## src/rtl/tdm_lane_demux.sv

```systemverilog
// Receive-side TDM lane demultiplexer: collects one SOF-framed beat per lane into
// shadow registers and publishes the whole lane word atomically on frame completion.
module tdm_lane_demux #(
   parameter int W     = 2,
   parameter int LANES = 4,
   localparam int SW   = $clog2(LANES)
) (
   input  logic                 clk,
   input  logic                 rst,
   input  logic                 in_valid,
   input  logic                 in_sof,
   input  logic [W-1:0]         in_data,
   output logic [LANES*W-1:0]   out_lanes,
   output logic                 out_valid,
   output logic                 err,
   output logic [SW-1:0]        slot,
   output logic [7:0]           frame_cnt
);

   localparam logic [SW-1:0] LAST = SW'(LANES - 1);

   typedef enum logic {IDLE, COLLECT} state_t;

   state_t                     state;
   logic [LANES-1:0][W-1:0]    shadow;

   always_ff @(posedge clk or negedge rst) begin
      if (!rst) begin
         state     <= IDLE;
         slot      <= '0;
         shadow    <= '0;
         out_lanes <= '0;
         out_valid <= 1'b0;
         err       <= 1'b0;
         frame_cnt <= '0;
      end else begin
         out_valid <= 1'b0;
         err       <= 1'b0;
         if (in_valid) begin
            case (state)
               IDLE: begin
                  // Non-SOF beats in IDLE belong to no frame and are dropped.
                  if (in_sof) begin
                     shadow[0] <= in_data;
                     slot      <= SW'(1);
                     state     <= COLLECT;
                  end
               end
               COLLECT: begin
                  if (in_sof) begin
                     // Early SOF: abandon the partial frame and resync on this beat.
                     err       <= 1'b1;
                     shadow[0] <= in_data;
                     slot      <= SW'(1);
                  end else begin
                     shadow[slot] <= in_data;
                     if (slot == LAST) begin
                        out_lanes <= {in_data, shadow[LANES-2:0]};
                        out_valid <= 1'b1;
                        frame_cnt <= frame_cnt + 8'd1;
                        slot      <= '0;
                        state     <= IDLE;
                     end else begin
                        slot <= slot + SW'(1);
                     end
                  end
               end
               default: state <= IDLE;
            endcase
         end
      end
   end

endmodule

```

## config.mk

```make
export PLATFORM = sky130hd
export DESIGN_NAME = tdm_lane_demux
export DESIGN_NICKNAME = d
export VERILOG_FILES = /design/src/rtl/tdm_lane_demux.sv
export SDC_FILE = /design/constraint.sdc
export NUM_CORES = 1
export LEC_CHECK = 0
export ABC_CLOCK_PERIOD_IN_PS = 3510
export BUFFER_PORTS_ARGS = -buffer_cell sky130_fd_sc_hd__buf_2
export CAP_MARGIN = 5
export CORE_MARGIN = 2
export CORE_UTILIZATION = 56
export DETAILED_ROUTE_END_ITERATION = 6
export PLACE_DENSITY = 0.87
export SLEW_MARGIN = 30
export SYNTH_ARGS = -nofsm -noshare
export SYNTH_HDL_FRONTEND = slang
export SYNTH_SLANG_ARGS = --single-unit
```

## constraint.sdc

```tcl
create_clock -name clk -period 3.51 [get_ports clk]
set_input_delay 0.351 -clock clk [delete_from_list [all_inputs] [get_ports clk]]
set_output_delay 0.351 -clock clk [all_outputs]
set_load 0.1 [all_outputs]
```

# Yosys cells after proc, flatten, opt, wreduce, memory -nomap -nowiden
# Cells that the tools add are included.
[op_classes]
bitwise_logic = 2
mux = 20
magnitude_cmp = 2
n_addsub = 2
n_eq_ne = 2
reduce_logical = 4
[op_table]
columns = ["op", "count"]
rows = [
  ["2-to-1 mux 2 bit", 6],
  ["2-to-1 mux 1 bit", 9],
  ["adder 8 x 1 -> 8 bit (second input constant)", 1],
  ["bitwise mux 8 bit", 1],
  ["case mux 2 bit (2 select lines)", 2],
  ["demux 2 bit (select 2 bit)", 1],
  ["AND reduction 4 bit", 1],
  ["less-than comparator 2 x 3 -> 1 bit (second input constant)", 1],
  ["AND reduction 3 bit", 1],
  ["adder 2 x 1 -> 2 bit (second input constant)", 1],
  ["== test 2 bit (second input constant)", 1],
  ["greater-or-equal comparator 2 x 1 -> 1 bit (second input constant)", 1],
  ["!= test 2 bit (second input constant)", 1],
  ["inverter 1 bit", 2],
  ["case mux 1 bit (2 select lines)", 1],
  ["AND reduction 2 bit", 1],
  ["logical AND 1 bit", 1],
]
[word_totals]
wordCells = 42
out_inout_bits = 20
reg_bits = 29

# Logic depth before layout (Yosys ltp)
# Gate-level depths: netlist of run 1.
[logic_depth]
depth_word = 7
ltp_mapped = 6

# Worst setup path before layout of run 1
# OpenSTA, ideal clock, no wires.
[synth_timing]
kind = "register to register"
start = "register slot[0]"
end = "register shadow[0] (netlist name)"
arrival_ps = 1912
setup_ps = 125
path_buffers = 0
period_less_slack_ps = 2037
setup_slack_ps = 1473
path_stages_with_launch = 6
cell_sequence = "dfrtp_1 inv_1 ha_1 a21o_1 nand2_1 mux2_2"
[synth_via]
elab_chain_cells = 7
[synth_rtl]
columns = ["element", "line_no", "source"]
rows = [
  ["start: declaration", "16", "output logic [SW-1:0] slot,"],
  ["start signal: assignment", "64", "slot <= slot + SW'(1);"],
  ["less-than comparator 2 x 3 -> 1 bit (implied by the code) / greater-or-equal comparator 2 x 1 -> 1 bit (equally long branches)", "56", "shadow[slot] <= in_data;"],
  ["logical AND 1 bit (implied by the code)", "56", ""],
  ["2-to-1 mux 2 bit (implied by the code)", "56", ""],
  ["demux 2 bit (select 2 bit) (*)", "56", ""],
  ["bitwise mux 8 bit (*)", "56", ""],
  ["2-to-1 mux 2 bit (*)", "50", "if (in_sof) begin"],
  ["case mux 2 bit (2 select lines) (*)", "40", "case (state)"],
  ["end signal: indexed assignment", "56", ""],
  ["end: declaration", "25", "logic [LANES-1:0][W-1:0] shadow;"],
]
# Mark *: on every way between the ends. The rest lies on a longest branch, timed or not.
# A chain may end at the register's enable or synchronous reset.

# Final worst setup path of run 1
[layout_timing]
start = "register slot[0]"
end = "register frame_cnt[4]"
[layout_via]
elab_chain_cells = 2
[layout_rtl]
columns = ["element", "line_no", "source"]
rows = [
  ["== test 2 bit", "57", "if (slot == LAST) begin"],
  ["AND reduction 4 bit (no line)", "-", ""],
  ["end signal: assignment", "60", "frame_cnt <= frame_cnt + 8'd1;"],
  ["end: declaration", "17", "output logic [7:0] frame_cnt"],
]
# Every way passes these cells.

==> reports/metrics.yaml, run 1 <==
cells_and_area:
  nNetsFinal: 142
  fin_util: 0.683
  synthToLayoutAreaGrowth_pct: 14.9
  layoutNonFillerInstCount: 157
  antenna_cells: 0
  drive_above_1_share: 0.285
routing:
  dr_wl_met3_um: 103
  ant_nets: 0
  dr.pass1.iters: 4
  met1Wirelength_um: 896
  vias_per_cell: 5.32
  met2WireLength_um: 1120
  highest_layer: "met4"
  drt_first_iter_violations: 12
  drt_wl_total_um: 2160
  drc: 0
  wl_per_cell_um: 13.7
  vias: 836
timing:
  fmax_mhz: 563
  finalHoldViolCount: 20
  finalCritPeriodShare: 0.506
  tightest_slew_ps: 565
  finalSetupViolations: 0
  period_needed_ps: 1770
  drv_slew: 0
  skew_ps: 8.64
  grt_setup_unrepaired: "no"
  tns_ps: 0
  whs_ps: -11.3
  relSlewSlack: 0.623
setup_path:
  path_class: "reg -> reg"
  cp_data_arrival_time_ps: 2000
  worstPathMaxFanout: 14
  cp-start-kind: "register"
  reg2reg_to: "frame_cnt[4]$_DFFE_PN0P_"
  cp-end-kind: "register"
  r2r_start: "slot[0]$_DFFE_PN0P_"
  reg2reg_slack_ps: 1740
  r2r_cells: 5
  required_ps: 3740
clock_tree:
  tritoncts: "yes"
  ctsResizeCount: 0
  h-tree-depth: 1
  cts_made_buffers: 3
  clk_pin_slew_worst_paths_ps: 150
  clk_latency_ps: 330
  cts_setup_buffers: 0
  root_buffer: "clkbuf_4"
  cts.sinks: 27
  cts_hold_buf: 0
  clockBufferDepth: 2
yosys:
  synth_cell_types: 20
  synth-simple-area-share: 0.204
  syn_area_um2: 1170
  syn_nets: 115
  synth-adder-area-share: 0.0536
  synthCells: 104
  synthMuxAreaShare: 0.0579
  yosys_warnings: 0
  ys_ff_latch: 27
  yosysSeqAreaShare: 0.579
  synth_compound_area_frac: 0.0300
  avgSynthCellArea_um2: 11.2
  synth_top_family_by_area: "simple AND/OR/NAND/NOR gates"
  synth_xor_area_frac: 0.0526
global_routing:
  grt_max_degree: 28
  grt_antenna_before_repair: 0
  grt_overflow: 0
  track_usage: 0.200
  grt_first_pass_wirelength_um: 3750
  grt_pass1_vias: 833
floorplanning:
  placementRows: 16
  die_y_um: 49.6
  core_area_um2: 1960
  die_x_um: 49.6
  start_util: 0.594
  ioPinCount: 26
  die-area_um2: 2460
placed_design:
  dp_hpwl_um: 1690
  io_buffers: 25
  place_congestion: 0.757
  place.detailed.instances: 153
flow_run:
  drv_cap: 0
worst_hold_path:
  min_path_type: "in -> async"
status:
  run_status: "complete, but fails checks"
  violations: "negative hold slack"
==> worst max-delay path: stages, from the launching register on <==
cell and delay (ps):
dfrtp_1 460, ha_1 280, nand4b_4 260, inv_1 360, nand4_1 160, xnor2_1 140
==> final cells by class <==
type,instances,area (um2)
clock buffer,3,22.5
clock inverter,1,7.51
fill,165,622
inverter,3,11.3
multi-input combinational,71,464
sequential,27,676
tap,27,33.8
timing repair buffer,25,125
==> synth_stat cells <==
cell / instances / area share
a21o_1: 1 / 0.0064
a22o_1: 2 / 0.015
and3_1: 1 / 0.0054
and3b_1: 1 / 0.0075
buf_2: 2 / 0.0086
clkbuf_2: 1 / 0.0043
dfrtp_1: 27 / 0.58
ha_1: 5 / 0.054
inv_1: 3 / 0.0097
mux2_2: 6 / 0.058
nand2_1: 38 / 0.12
nand3_1: 1 / 0.0043
nand4_1: 2 / 0.011
nand4b_4: 1 / 0.020
nor3_1: 2 / 0.0086
nor3b_1: 1 / 0.0064
nor4_4: 1 / 0.018
o21ai_0: 2 / 0.0086
xnor2_1: 4 / 0.030
xor2_1: 3 / 0.023
==> registers in the layout, summed over array words and instances, names as in the netlist <==
signal and flops:
err 1, shadow 6, frame_cnt 8, slot 2, out_lanes 8, state 1
out_valid 1
==> worst max-delay path by stage <==
| stage | start | end | depth (start not counted) |
|---|---|---|---|
| finish | slot[0]$_DFFE_PN0P_ | frame_cnt[4]$_DFFE_PN0P_ | 5 |
| global route | slot[0]$_DFFE_PN0P_ | frame_cnt[4]$_DFFE_PN0P_ | 5 |
| CTS | slot[0]$_DFFE_PN0P_ | frame_cnt[4]$_DFFE_PN0P_ | 5 |
| floorplan | slot[0]$_DFFE_PN0P_ | shadow[0]$_DFFE_PN0P_ | 5 |
| detailed placement | slot[0]$_DFFE_PN0P_ | frame_cnt[3]$_DFFE_PN0P_ | 5 |
| global placement | slot[0]$_DFFE_PN0P_ | frame_cnt[3]$_DFFE_PN0P_ | 5 |
==> metal layers <==
layer | vias to the layer above | track usage
met5 | - | 0
met4 | 0 | 0.0741
met3 | 5 | 0.0424
met2 | 26 | 0.344
met1 | 417 | 0.245
li1 | 388 | -
==> cells in the final DEF (no fill, tap or decap) <==
cell type and n:
a21o_1 1, a22o_1 2, and3_1 1, and3b_1 1, buf_2 25, clkbuf_4 3, clkinvlp_4 1, dfrtp_1 27
ha_1 5, inv_1 3, mux2_2 6, nand2_1 38, nand3_1 1, nand4_1 2, nand4b_4 1, nor3_1 2
nor3b_1 1, nor4_4 1, o21ai_0 2, xnor2_1 4, xor2_1 3
==> stage by stage <==
step	cell area, um2	setup WS (ps)
3_3_place_gp	1310	1870
2_1_floorplan	1170	1470
5_1_grt	1340	1570
3_5_place_dp	1310	1770
4_1_cts	1340	1730
6_report	1340	1740
==> logic make-up after synthesis <==
| logic type | after synthesis |
|---|---|
| simple gates | 48 |
| flops | 27 |
| xor+xnor | 7 |
| buf+inv | 6 |
| mux | 6 |
| compound gates | 5 |
| fa+ha+maj | 5 |
Power of run 1 is not shown: default switching activity piles up to over one toggle a cycle in this logic, so the estimate is an artifact.
==> run 2: changes to the inputs <==
--- a/config.mk
+++ b/config.mk
@@ -5,13 +5,13 @@
 export SDC_FILE = /design/constraint.sdc
 export NUM_CORES = 1
 export LEC_CHECK = 0
-export ABC_CLOCK_PERIOD_IN_PS = 3510
+export ABC_CLOCK_PERIOD_IN_PS = 1600
 export BUFFER_PORTS_ARGS = -buffer_cell sky130_fd_sc_hd__buf_2
 export CAP_MARGIN = 5
 export CORE_MARGIN = 2
-export CORE_UTILIZATION = 56
+export CORE_UTILIZATION = 47
 export DETAILED_ROUTE_END_ITERATION = 6
-export PLACE_DENSITY = 0.87
+export PLACE_DENSITY = 0.79
 export SLEW_MARGIN = 30
 export SYNTH_ARGS = -nofsm -noshare
 export SYNTH_HDL_FRONTEND = slang
==> constraint.sdc (replaced) <==
create_clock -name clk -period 1.6 [get_ports clk]
set_input_delay 0.16 -clock clk [delete_from_list [all_inputs] [get_ports clk]]
set_output_delay 0.16 -clock clk [all_outputs]
set_load 0.1 [all_outputs]
==> reports/metrics.yaml, run 2 (same netlist as run 1, synthesis figures left out) <==
timing:
  fmax_mhz: 687  # +22%
  skew_ps: 14.4  # +5.75 ps
  relSlewSlack: 0.611  # -0.0126
  drv_slew: 0  # unchanged
  finalCritPeriodShare: 0.910  # +0.405
  tns_ps: 0  # unchanged
  finalHoldViolCount: 0  # -100%
  tightest_slew_ps: 584  # +18.9 ps
  finalSetupViolations: 0  # unchanged
  period_needed_ps: 1460  # -318 ps
  grt_setup_unrepaired: "no"
worst_hold_path:
  min_path_type: "in -> reg"
clock_tree:
  root_buffer: "clkbuf_4"
  cts_made_buffers: 3  # unchanged
  tritoncts: "yes"
  clk_latency_ps: 330  # about the same
  h-tree-depth: 1  # unchanged
  clockBufferDepth: 2  # unchanged
  clk_pin_slew_worst_paths_ps: 160  # about the same
  cts.sinks: 27  # unchanged
  cts_setup_buffers: 0  # unchanged
floorplanning:
  ioPinCount: 26  # unchanged
  placementRows: 18  # +2
  die-area_um2: 2900  # +18%
  core_area_um2: 2410  # +23%
  die_x_um: 53.8  # +8.4%
  die_y_um: 53.8  # +8.4%
  start_util: 0.484  # -0.110
setup_path:
  path_class: "reg -> reg"
  reg2reg_slack_ps: 140  # -1590 ps
  cp-start-kind: "register"
  required_ps: 1850  # -1890 ps
  cp-end-kind: "register"
  worstPathMaxFanout: 6  # -8
  cp_data_arrival_time_ps: 1710  # -290 ps
routing:
  vias: 814  # -2.6%
  dr.pass1.iters: 4  # unchanged
  drc: 0  # unchanged
  wl_per_cell_um: 13.0  # -5.1%
  drt_first_iter_violations: 8  # -4
  ant_nets: 0  # unchanged
  drt_wl_total_um: 2130  # -1.5%
  vias_per_cell: 4.99  # -6.2%
cells_and_area:
  fillers: 209  # +27%
  drive_above_1_share: 0.353  # +0.0688
  final_common_cell: "nand2_1"
  reg_top3: "frame_cnt: 8 flops, out_lanes: 8 flops, shadow: 6 flops"
  final_cell_area_um2: 1380  # +3.2%
  layout_common_cells: "38 x nand2_1, 25 x buf_2, 20 x dfrtp_1"
  antenna_cells: 0  # unchanged
  synthToLayoutAreaGrowth_pct: 18.6
  nNetsFinal: 145  # +2.1%
status:
  run_status: "finished clean"
placed_design:
  placed_cell_area_um2: 1340  # +2.5%
  place_congestion: 0.826  # +9.1%
  io_buffers: 25  # unchanged
  dp_hpwl_um: 1600  # -5.6%
flow_run:
  drv_cap: 0  # unchanged
global_routing:
  grt_first_pass_wirelength_um: 3530  # -5.7%
  track_usage: 0.171  # -0.0284
  grt_max_degree: 28  # unchanged
  grt_pass1_vias: 773  # -7.2%
  grt_antenna_before_repair: 0  # unchanged
  grt_overflow: 0  # unchanged
## run 2: cell count changes in the layout (fill, tap and decap cells not counted)
| cell | previous run | this run |
|---|---|---|
| dfrtp_2 | 0 | 5 |
| dfrtp_1 | 27 | 20 |
| inv_2 | 0 | 1 |
| inv_1 | 3 | 2 |
| buf_4 | 0 | 2 |
| dlygate4sd3_1 | 0 | 1 |
| dfrtp_4 | 0 | 2 |
## run 2: area by class of cell
type / count / area, um2 / share of cell area
Sequential cell: 27 / 689 / 0.499
Multi-Input combinational cell: 71 / 464 / 0.336
Timing Repair Buffer: 28 / 150 / 0.109
Tap cell: 30 / 37.5 / 0.0271
Clock buffer: 3 / 22.5 / 0.0163
Inverter: 3 / 11.3 / 0.00814
Clock inverter: 1 / 7.51 / 0.00543
## run 2: path summary, 6_finish.rpt
kind,start,to,depth (start not counted)
min reg2reg,frame_cnt[7]$_DFFE_PN0P_,frame_cnt[7]$_DFFE_PN0P_,1
max reg2reg,slot[1]$_DFFE_PN0P_,frame_cnt[7]$_DFFE_PN0P_,4
max in group asynchronous,rst,slot[0]$_DFFE_PN0P_,2
max,slot[1]$_DFFE_PN0P_,frame_cnt[7]$_DFFE_PN0P_,4
min in group asynchronous,rst,frame_cnt[0]$_DFFE_PN0P_,2
min,in_data[0],out_lanes[6]$_DFFE_PN0P_,3
## run 2: metal layers
| layer | part of all wire | vias to the layer above | global-route usage |
|---|---|---|---|
| li1 | - | 395 | - |
| met3 | 0.043 | 2 | 0.0333 |
| met1 | 0.46 | 399 | 0.230 |
| met4 | 0.0061 | 0 | 0.0641 |
| met5 | 0 | - | 0 |
| met2 | 0.49 | 18 | 0.272 |
## run 2: per-stage QoR
step           hold slack (ps)  setup slack, ps  cells   util
2_1_floorplan             -136             19.5    104      -
3_3_place_gp               186              202    158  0.557
3_5_place_dp               199              167    158  0.557
4_1_cts                   55.8              138    163  0.574
5_1_grt                   82.6             15.4    163  0.574
6_report                  69.8              144    163  0.574
## run 2: timing repair
item	CTS	global route
resized for setup	0	0
endpoints found under the hold margin	27	0
hold buffers	1	0
## run 2: critical path, cell delays in order, from the launching register on
cell and delay (ps):
dfrtp_4 470, ha_1 240, nand4b_4 180, nor4_4 310, xor2_1 170
Power of run 2 is left out for the same reason.
==> run 3: changes to the inputs <==
==> constraint.sdc (replaced) <==
create_clock -name clk -period 1.6 [get_ports clk]
set_input_delay 0.08 -clock clk [delete_from_list [all_inputs] [get_ports clk]]
set_output_delay 0.08 -clock clk [all_outputs]
set_load 0.1 [all_outputs]
==> reports/metrics.yaml, run 3 (same netlist as run 1, synthesis figures left out) <==
status:
  run_status: "finished clean"
global_routing:
  grt_antenna_before_repair: 0  # unchanged
  grt_pass1_vias: 783  # +1.3%
  met3_usage: 0.0333  # unchanged
  grt_max_degree: 28  # unchanged
  grt_overflow: 0  # unchanged
  top_usage_layer: "met2"
  grt_use_met1: 0.232  # +0.00179
  track_usage: 0.173  # +0.00177
  grtUsageMet2: 0.276  # +0.00407
  grt_first_pass_wirelength_um: 3570  # +1.2%
timing:
  tightest_slew_ps: 584  # +0.0398 ps
  period_needed_ps: 1460  # +0.187 ps
  finalCritPeriodShare: 0.910  # about the same
  skew_ps: 14.5  # +0.141 ps
  relSlewSlack: 0.611  # about the same
  fmax_mhz: 687  # about the same
  finalSetupViolations: 0  # unchanged
  tns_ps: 0  # unchanged
  drv_slew: 0  # unchanged
  grt_setup_unrepaired: "no"
  finalHoldViolCount: 0  # unchanged
cells_and_area:
  layoutNonFillerInstCount: 165  # +1.2%
  drive_above_1_share: 0.348  # -0.00524
  antenna_cells: 0  # unchanged
  fillers: 207  # -0.96%
  fin_util: 0.582  # +0.00831
  layout_common_cells: "38 x nand2_1, 25 x buf_2, 20 x dfrtp_1"
  final-seq-area_um2: 689  # unchanged
  multi_input_area_um2: 464  # unchanged
  synthToLayoutAreaGrowth_pct: 20.3
  nNetsFinal: 147  # +1.4%
  reg_top3: "frame_cnt: 8 flops, out_lanes: 8 flops, shadow: 6 flops"
  final_common_cell: "nand2_1"
floorplanning:
  die_y_um: 53.8  # unchanged
  ioPinCount: 26  # unchanged
  placementRows: 18  # unchanged
  die-area_um2: 2900  # unchanged
  core_area_um2: 2410  # unchanged
  start_util: 0.484  # unchanged
  die_x_um: 53.8  # unchanged
setup_path:
  worstPathMaxFanout: 6  # unchanged
  required_ps: 1850  # about the same
  cp-start-kind: "register"
  cp-end-kind: "register"
  cp_data_arrival_time_ps: 1710  # about the same
  path_class: "reg -> reg"
clock_tree:
  tritoncts: "yes"
  cts.sinks: 27  # unchanged
  clk_latency_ps: 330  # about the same
  cts_made_buffers: 3  # unchanged
  ctsResizeCount: 0  # unchanged
  h-tree-depth: 1  # unchanged
  root_buffer: "clkbuf_4"
  clockBufferDepth: 2  # unchanged
  clk_pin_slew_worst_paths_ps: 160  # about the same
placed_design:
  place.detailed.instances: 158  # unchanged
  io_buffers: 25  # unchanged
  dp_hpwl_um: 1600  # unchanged
  place_congestion: 0.826  # unchanged
routing:
  drt_wl_total_um: 2150  # +1.1%
  drt_first_iter_violations: 8  # unchanged
  dr.pass1.iters: 4  # unchanged
  vias_per_cell: 4.98  # -0.24%
  ant_nets: 0  # unchanged
  wl_per_cell_um: 13.0  # about the same
  drc: 0  # unchanged
  vias: 822  # +0.98%
flow_run:
  drv_cap: 0  # unchanged
worst_hold_path:
  min_path_type: "in -> reg"
run 3: cell type report:
class,instances,area share
repair buffers,30,0.121
clock inverters,1,0.00535
clock buffers,3,0.0161
flip-flops and latches,27,0.492
multi-input cells,71,0.331
well taps,30,0.0268
inverters,3,0.00803
run 3: final timing paths:
check	end	cells after the start	slack [ps]	from
max	frame_cnt[7]$_DFFE_PN0P_	4	140	slot[1]$_DFFE_PN0P_
max in group asynchronous	slot[0]$_DFFE_PN0P_	2	890	rst
min in group asynchronous	frame_cnt[0]$_DFFE_PN0P_	2	270	rst
min reg2reg	frame_cnt[7]$_DFFE_PN0P_	1	480	frame_cnt[7]$_DFFE_PN0P_
min	state$_DFFE_PN0P_	2	70	in_sof
max reg2reg	frame_cnt[7]$_DFFE_PN0P_	4	140	slot[1]$_DFFE_PN0P_
run 3: critical path, stage by stage (launching register included):
cell	delay, ps
dfrtp_4	470
ha_1	240
nand4b_4	180
nor4_4	310
xor2_1	170
run 3: what timing repair did:
action,in CTS,in global routing
buffers inserted,0,0
endpoints found under the hold margin,29,0
hold buffers,3,0
endpoints found under the setup margin,0,0
run 3: per-layer routing:
| layer | wire length (um) | part of all wire |
|---|---|---|
| met5 | 0 | 0 |
| met4 | 13 | 0.0060 |
| met3 | 91 | 0.042 |
| met2 | 1060 | 0.49 |
| met1 | 985 | 0.46 |
run 3: metrics by stage:
stage	setup WS [ps]	hold WS, ps	area [um2]
after floorplan	19.5	-216	1180
after global routing	15.4	73.3	1400
after global placement	202	106	1340
after CTS	138	62.6	1400
after detailed placement	167	119	1340
final	143	73.0	1400
Power of run 3 is left out for the same reason.
